$ cat config.mk
export PLATFORM = sky130hd
export DESIGN_NAME = light_scheduler
export DESIGN_NICKNAME = d
export VERILOG_FILES = /design/src/rtl/light_scheduler.sv
export SDC_FILE = /design/constraint.sdc
export NUM_CORES = 1
export LEC_CHECK = 0
export BUFFER_PORTS_ARGS = -buffer_cell sky130_fd_sc_hd__buf_4
export CAP_MARGIN = 20
export CORE_ASPECT_RATIO = 2
export CORE_MARGIN = 2
export CORE_UTILIZATION = 50
export DETAILED_ROUTE_END_ITERATION = 12
export PLACE_DENSITY_LB_ADDON = 0.08
export SLEW_MARGIN = 20
export SYNTH_ARGS = -nofsm -noshare
export SYNTH_HDL_FRONTEND = slang
export SYNTH_SLANG_ARGS = --single-unit
$ cat constraint.sdc
create_clock -name clk -period 5.4 [get_ports clk]
set_clock_uncertainty 0.05 [all_clocks]
set_input_delay 0.27 -clock clk [delete_from_list [all_inputs] [get_ports clk]]
set_output_delay 0.27 -clock clk [all_outputs]
set_load 0.02 [all_outputs]
$ cat src/rtl/light_scheduler.sv
// rtl/light_scheduler.sv - light show sequencer and manual arbiter driving the lights selector
// Optional feature: define LIGHT_SCHED_REPEAT_EN to loop the show instead of stopping after the last step.
module light_scheduler #(
   parameter int WHITE_CYCLES  = 8,
   parameter int COLOUR_CYCLES = 8,
   parameter int STEPS         = 6
) (
   input  logic       clk,
   input  logic       rst,
   input  logic       start,
   input  logic       stop,
   input  logic       manual_req,
   input  logic       manual_sel,
   input  logic       manual_btn,
   output logic       sel,
   output logic       button,
   output logic       manual_gnt,
   output logic       busy,
   output logic       done,
   output logic [7:0] step
);

   typedef enum logic [1:0] {
      IDLE,
      WHITE,
      COLOUR,
      MANUAL
   } state_t;

   localparam logic [15:0] WHITE_LOAD  = 16'(WHITE_CYCLES - 1);
   localparam logic [15:0] COLOUR_LOAD = 16'(COLOUR_CYCLES - 1);
   localparam logic [7:0]  LAST_STEP   = 8'(STEPS - 1);

   state_t      state_q;
   state_t      state_d;
   logic [15:0] timer_q;
   logic [15:0] timer_d;
   logic [7:0]  step_d;
   logic        sel_d;
   logic        button_d;
   logic        gnt_d;
   logic        busy_d;
   logic        done_d;
   logic        btn_hist_q;

   // Next state, timer and step; outputs are derived from the next state so they can be registered.
   always_comb begin
      state_d  = state_q;
      timer_d  = timer_q;
      step_d   = step;
      sel_d    = 1'b0;
      button_d = 1'b0;
      gnt_d    = 1'b0;
      busy_d   = 1'b0;
      done_d   = 1'b0;

      case (state_q)
         IDLE: begin
            if (manual_req) begin
               state_d = MANUAL;
            end else if (start && !stop) begin
               state_d = WHITE;
               timer_d = WHITE_LOAD;
            end
         end
         WHITE: begin
            if (manual_req) begin
               state_d = MANUAL;
            end else if (stop) begin
               state_d = IDLE;
            end else if (timer_q == 16'd0) begin
               state_d = COLOUR;
               step_d  = 8'd0;
               timer_d = COLOUR_LOAD;
            end else begin
               timer_d = timer_q - 16'd1;
            end
         end
         COLOUR: begin
            if (manual_req) begin
               state_d = MANUAL;
            end else if (stop) begin
               state_d = IDLE;
            end else if (timer_q == 16'd0) begin
               if (step < LAST_STEP) begin
                  step_d   = step + 8'd1;
                  timer_d  = COLOUR_LOAD;
                  button_d = 1'b1;
               end else begin
`ifdef LIGHT_SCHED_REPEAT_EN
                  state_d = WHITE;
                  timer_d = WHITE_LOAD;
                  step_d  = 8'd0;
`else
                  state_d = IDLE;
`endif
                  done_d  = 1'b1;
               end
            end else begin
               timer_d = timer_q - 16'd1;
            end
         end
         MANUAL: begin
            // Pulses only while already granted, so a grant edge never carries a button pulse.
            if (!manual_req) begin
               state_d = IDLE;
            end else begin
               button_d = manual_btn && !btn_hist_q;
            end
         end
         default: begin
            state_d = IDLE;
         end
      endcase

      if (state_d != COLOUR) begin
         step_d = 8'd0;
      end
      if (state_d == IDLE || state_d == MANUAL) begin
         timer_d = 16'd0;
      end
      sel_d  = (state_d == COLOUR) || ((state_d == MANUAL) && manual_sel);
      gnt_d  = (state_d == MANUAL);
      busy_d = (state_d == WHITE) || (state_d == COLOUR);
   end

   // State and registered outputs.
   always_ff @(posedge clk or negedge rst) begin
      if (!rst) begin
         state_q    <= IDLE;
         timer_q    <= 16'd0;
         step       <= 8'd0;
         sel        <= 1'b0;
         button     <= 1'b0;
         manual_gnt <= 1'b0;
         busy       <= 1'b0;
         done       <= 1'b0;
      end else begin
         state_q    <= state_d;
         timer_q    <= timer_d;
         step       <= step_d;
         sel        <= sel_d;
         button     <= button_d;
         manual_gnt <= gnt_d;
         busy       <= busy_d;
         done       <= done_d;
      end
   end

   // Manual button history, tracked in every state so a held button gives no pulse on grant.
   always_ff @(posedge clk or negedge rst) begin
      if (!rst) begin
         btn_hist_q <= 1'b0;
      end else begin
         btn_hist_q <= manual_btn;
      end
   end

endmodule

== Word level (Yosys, flattened, before mapping) ==
Index checks and enable logic that the tools add are counted.

* Bits in registers: 32
* Input port bits: 7
* Output and inout bits: 13
* Word-level logic and storage cells: 90

* Add/subtract/negate cells: 2
* Order comparisons: 1
* Eq/ne operators: 21
* Muxes and demuxes: 42
* Reductions and logical operators: 15

{| class="wikitable"
|+ Operators by type and width
! cell !! count
|-
| 2-to-1 mux 16 bit || 10
|-
| 2-to-1 mux 8 bit || 8
|-
| case mux 16 bit (3 select lines) || 1
|-
| inequality test 3 bit, second input constant || 13
|-
| 2-to-1 mux 2 bit || 10
|-
| logical NOT 16 bit || 1
|-
| case mux 8 bit (2 select lines) || 1
|-
| AND reduction 8 bit || 2
|-
| subtractor 16 x 1 -> 16 bit, second input constant || 1
|-
| 2-to-1 mux 1 bit || 10
|-
| adder 8 x 1 -> 8 bit, second input constant || 1
|-
| == test 2 bit, second input constant || 4
|-
| < comparator 8 x 3 -> 1 bit, second input constant || 1
|-
| case mux 2 bit (4 select lines) || 1
|-
| == test 2 x 1 -> 1 bit, second input constant || 2
|-
| logical NOT 2 bit || 2
|-
| inequality test 4 bit, second input constant || 1
|-
| nonzero test 4 bit || 1
|-
| logical AND 1 bit || 3
|-
| logical OR 1 bit || 3
|-
| nonzero test 3 bit || 1
|-
| logical NOT 1 bit || 2
|-
| inequality test 2 bit, second input constant || 1
|-
| case mux 1 bit (2 select lines) || 1
|}

== Logic depth before layout (Yosys ltp) ==
* Depth in word-level cells: 10
* Mapped depth: 15
* Gate-level depth less buffers: 13

== Worst setup path before layout ==
OpenSTA, ideal clock, no wires.

* Path kind: register to register
* From: register timer_q[0]
* To: register timer_q[9]
* Setup time: 81 ps
* Data arrival time: 3761 ps
* Data required time: 5269 ps
* Slack: 1508 ps
* Cell stages (with the launch flop): 14
* Buffers on the path: 0
* Clock period less this slack: 3892 ps
* Path through: dfrtp_1 > inv_1 > ha_1 > or3b_4 > nor3_1 > nand3_1 > a2111oi_0 > nor3b_1 > ha_1 > inv_1 > a311oi_1 > a32o_1 > or4b_2 > a21oi_1

* Cells in the longest elaborated chain, start to end: 9
* Elaborated cells on any way between the ends: 29
* Those cells by class: 1 x add/sub; 8 x eq/ne; 15 x mux; 5 x reduce/logical

{| class="wikitable"
|+ RTL lines
! item !! RTL line !! RTL
|-
| start: declaration || 36 || <nowiki>logic [15:0] timer_q;</nowiki>
|-
| start signal: assignment || 140 || <nowiki>timer_q <= timer_d;</nowiki>
|-
| logical NOT 16 bit * || 71, 84 ||
|-
| 2-to-1 mux 2 bit (on tied branches) || 84, 71 ||
|-
| 2-to-1 mux 2 bit (on tied branches) || 82, 69 ||
|-
| 2-to-1 mux 2 bit (on tied branches) || 80, 67 ||
|-
| case mux 2 bit (4 select lines) * || 57 || <nowiki>case (state_q)</nowiki>
|-
| net state_d[0] || 35 || <nowiki>state_t state_d;</nowiki>
|-
| == test 2 bit / logical NOT 2 bit (equally long branches) || 119 || <nowiki>if (state_d == IDLE || state_d == MANUAL) begin</nowiki>
|-
| logical OR 1 bit * || 119 ||
|-
| inequality test 4 bit (no line), or another cell as far along || - ||
|-
| AND reduction 8 bit (no line) || - ||
|}

The timed path passes the listed nets; every way through them passes the cells marked *. The select of a mux whose other input is x is not followed.
A chain may end at the register's enable or synchronous reset.

== Final worst setup path ==
Ends and elaborated chain as after synthesis.

==> flow_summary_export.csv <==
group,metric,value,unit
outcome,status,"finished clean",
flow_run,maxCapViolations,0,
layout,stdcell_area,2098,um^2
worst_setup_path,critPathCaptureType,"flop",
drt,via_per_inst,6.300,
worst_setup_path,crit_path_max_incr_delay,0.69,ns
cts,cts_tree,"done",
yosys,synth.cell_area,1846,um^2
power_and_ir_drop,switching_share,0.4919,
die,fp.dieH,89.92,um
global_routing,grt_pass1_vias,1649,
yosys,synthCells,193,
drt,wirelength,4462,um
min_path,worstHoldPathType,"input pin to flop",
cts,cts_made_buffers,5,
sta,finalHoldViolCount,0,
layout,synthToLayoutAreaGrowth,13.69,%
place,place_hpwl,3282,um
sta,holdWs,0.04713,ns
sta,slew_violations,0,
die,ioPinCount,20,
global_routing,gr-total-overflow,0,
drt,drt_iter0_markers,56,
sta,layout_min_cycle_time,4.774,ns
power_and_ir_drop,p_int,0.6639,mW
yosys,synth_seq_area_share,0.4339,
yosys,yosysWarnings,0,
yosys,synth_area_per_cell,9.562,um^2
global_routing,grt_max_degree,33,
sta,setup_viol,0,
global_routing,antenna_found_initial,0,
die,die_x,46.96,um
sta,slew_headroom,0.4913,
worst_setup_path,cp_max_fo,20,
drt,drc,0,
sta,fin_crit_sh,0.8841,
worst_setup_path,worst_path_max_delay_cell,"or4b_2",
worst_setup_path,crit_buf_inv,2,
die,num_rows,31,
sta,fin_tns_setup,0,ns
cts,cts-htree-levels,2,
cts,cts.sinks,32,
die,start_util,0.5172,
worst_setup_path,worstSetupStartpointType,"flop",
layout,diodes,0,
power_and_ir_drop,power.density,622.7,nW/um^2
global_routing,grt_pass1_wl,7265,um
yosys,synthTopCellsByArea,"dfrtp_1 43%, ha_1 6.8%, a21oi_1 4.3%, or4_1 4.1%, or3_1 3.4%",
sta,rsz0062_at_grt,"false",
place,portBuffers,19,
layout,layout_common_cells,"32 x dfrtp_1, 19 x buf_4, 16 x a21oi_1, 11 x nand2_1",
cts,clk_latency,0.28,ns
yosys,synth_top_area_cell,"dfrtp_1",
worst_setup_path,cp_cell_sequence,"inv_1, ha_1, or3b_4, nor3_1, nand3_1, a2111oi_0, nor3b_1, ha_1, inv_1, a311oi_1, a32o_1, or4b_2, a21oi_1",
worst_setup_path,cp.arrival,4.92,ns
cts,clk_pin_slew,0.07,ns
yosys,syn-num-nets,210,
drt,ant_nets,0,
power_and_ir_drop,net-switching-power,0.6428,mW
worst_setup_path,critPathKind,"flop to flop",
place,gp_congestion,0.7932,
worst_setup_path,cp_top_family,"simple AND/OR/NAND/NOR gates",
power_and_ir_drop,irDropWorstVdd,0.3809,mV
yosys,synth_top_area_share,0.4339,
power_and_ir_drop,pwr-share-seq,0.258,
yosys,synth-edff-count,0,
yosys,async_reset_ff_frac,1.000,
place,postPlaceCellArea,2019,um^2
power_and_ir_drop,pwr-share-comb,0.616,
cts,post_cts_buffers,0,
worst_setup_path,worst_ep_required_time,5.54,ns
sta,max_freq,209.5,MHz
layout,fin_nets,230,
global_routing,grt_usage,0.2325,
sta,worst_pin_slew,0.7580,ns
layout,layout-drive-gt1-share,0.1517,
cts,clock_path_buffers,2,
cts,root_buffer,"clkbuf_8",
die,fp.dieArea,4223,um^2
yosys,synth_flop_cell,"dfrtp_1",
yosys,synth-seq-cells,32,
drt,wl_per_cell,17.16,um
drt,vias,1638,
power_and_ir_drop,clkPwrFrac,0.126,
yosys,synth_cell_types,46,
drt,drt-pass1-iter-count,4,
layout,layout_commonest_cell,"dfrtp_1",
power_and_ir_drop,p_leak,0.9266,nW
die,core,3568,um^2
[flip-flops by register name, summed over array words and instances, names as in the netlist]
signal / count
state_q: 2
done: 1
manual_gnt: 1
sel: 1
timer_q: 16
btn_hist_q: 1
busy: 1
step: 8
button: 1
[worst paths after layout]
| path | start | to | slack [ns] | cells past startpoint |
|---|---|---|---|---|
| hold reg to reg | btn_hist_q$_DFF_PN0_ | button$_DFF_PN0_ | 0.48 | 2 |
| max in group asynchronous | rst | timer_q[0]$_DFFE_PN0P_ | 4.57 | 2 |
| setup / recovery | timer_q[0]$_DFFE_PN0P_ | timer_q[9]$_DFFE_PN0P_ | 0.63 | 13 |
| min in group asynchronous | rst | done$_DFF_PN0_ | 0.42 | 2 |
| setup reg to reg | timer_q[0]$_DFFE_PN0P_ | timer_q[9]$_DFFE_PN0P_ | 0.63 | 13 |
| hold / removal | manual_btn | btn_hist_q$_DFF_PN0_ | 0.05 | 1 |
[metal layers]
layer | GRT usage | wire [um] | vias up
li1 | - | - | 770
met5 | 0 | 0 | -
met3 | 0.04618 | 188 | 14
met4 | 0.1227 | 161 | 0
met1 | 0.2457 | 1642 | 791
met2 | 0.3984 | 2469 | 63
[Yosys cell counts (2+ instances only)]
| cell | n |
|---|---|
| o21ai_0 | 8 |
| a21boi_1 | 2 |
| a311oi_1 | 2 |
| and2_1 | 3 |
| o21a_1 | 3 |
| nor2_1 | 7 |
| dfrtp_1 | 32 |
| clkbuf_1 | 4 |
| a21o_1 | 2 |
| o31ai_1 | 7 |
| a21boi_0 | 2 |
| o41ai_1 | 2 |
| nand2b_1 | 5 |
| ha_1 | 10 |
| a2111oi_0 | 2 |
| a41oi_1 | 2 |
| or3_1 | 10 |
| nand2_1 | 11 |
| nand3_1 | 6 |
| o22ai_1 | 2 |
| nor2b_1 | 4 |
| or4_1 | 10 |
| nor4_1 | 5 |
| inv_1 | 10 |
| or2_2 | 2 |
| nor3_1 | 3 |
| a21oi_1 | 16 |
| buf_2 | 2 |
| a31oi_1 | 2 |
[power groups by stage]
stage | Sequential (mW) | Combinational [mW] | Clock [mW]
after floorplan | 0.342 | 0.606 | 0
after global placement | 0.337 | 0.756 | 0
after detailed placement | 0.339 | 0.789 | 0
after CTS | 0.335 | 0.793 | 0.169
after global routing | 0.343 | 0.882 | 0.179
final | 0.337 | 0.805 | 0.164
[final cells by class]
cell class	instances	area (um^2)
multi-input combinational	144	977.2
tap	49	61.31
clock buffer	5	68.82
timing repair buffer	20	152.6
sequential	32	800.8
inverter	10	37.54
fill	332	1470
[logic make-up after synthesis]
group / synth area share
AO/OA/AOI/OAI: 0.2142
adder cells (fa/ha/maj): 0.06780
buffers and inverters: 0.03661
flip-flops: 0.4339
AND/OR/NAND/NOR: 0.2475
[metrics by stage]
| step | util | worst slack (ns) | cells | total power, mW |
|---|---|---|---|---|
| floorplan | - | 1.508 | 193 | 0.9483 |
| global placement | 0.5659 | 1.040 | 254 | 1.092 |
| detailed placement | 0.5659 | 0.7600 | 254 | 1.128 |
| CTS | 0.5880 | 0.7414 | 260 | 1.298 |
| global route | 0.5880 | 0.3322 | 260 | 1.403 |
| finish | 0.5880 | 0.6261 | 260 | 1.307 |
[repair_timing]
item | in CTS | in global routing
hold buffers | 1 | 0
hold endpoints to repair | 32 | 0
setup endpoints to repair | 0 | 0
gates resized for setup | 0 | 0
(Power assumes the default switching activity.)
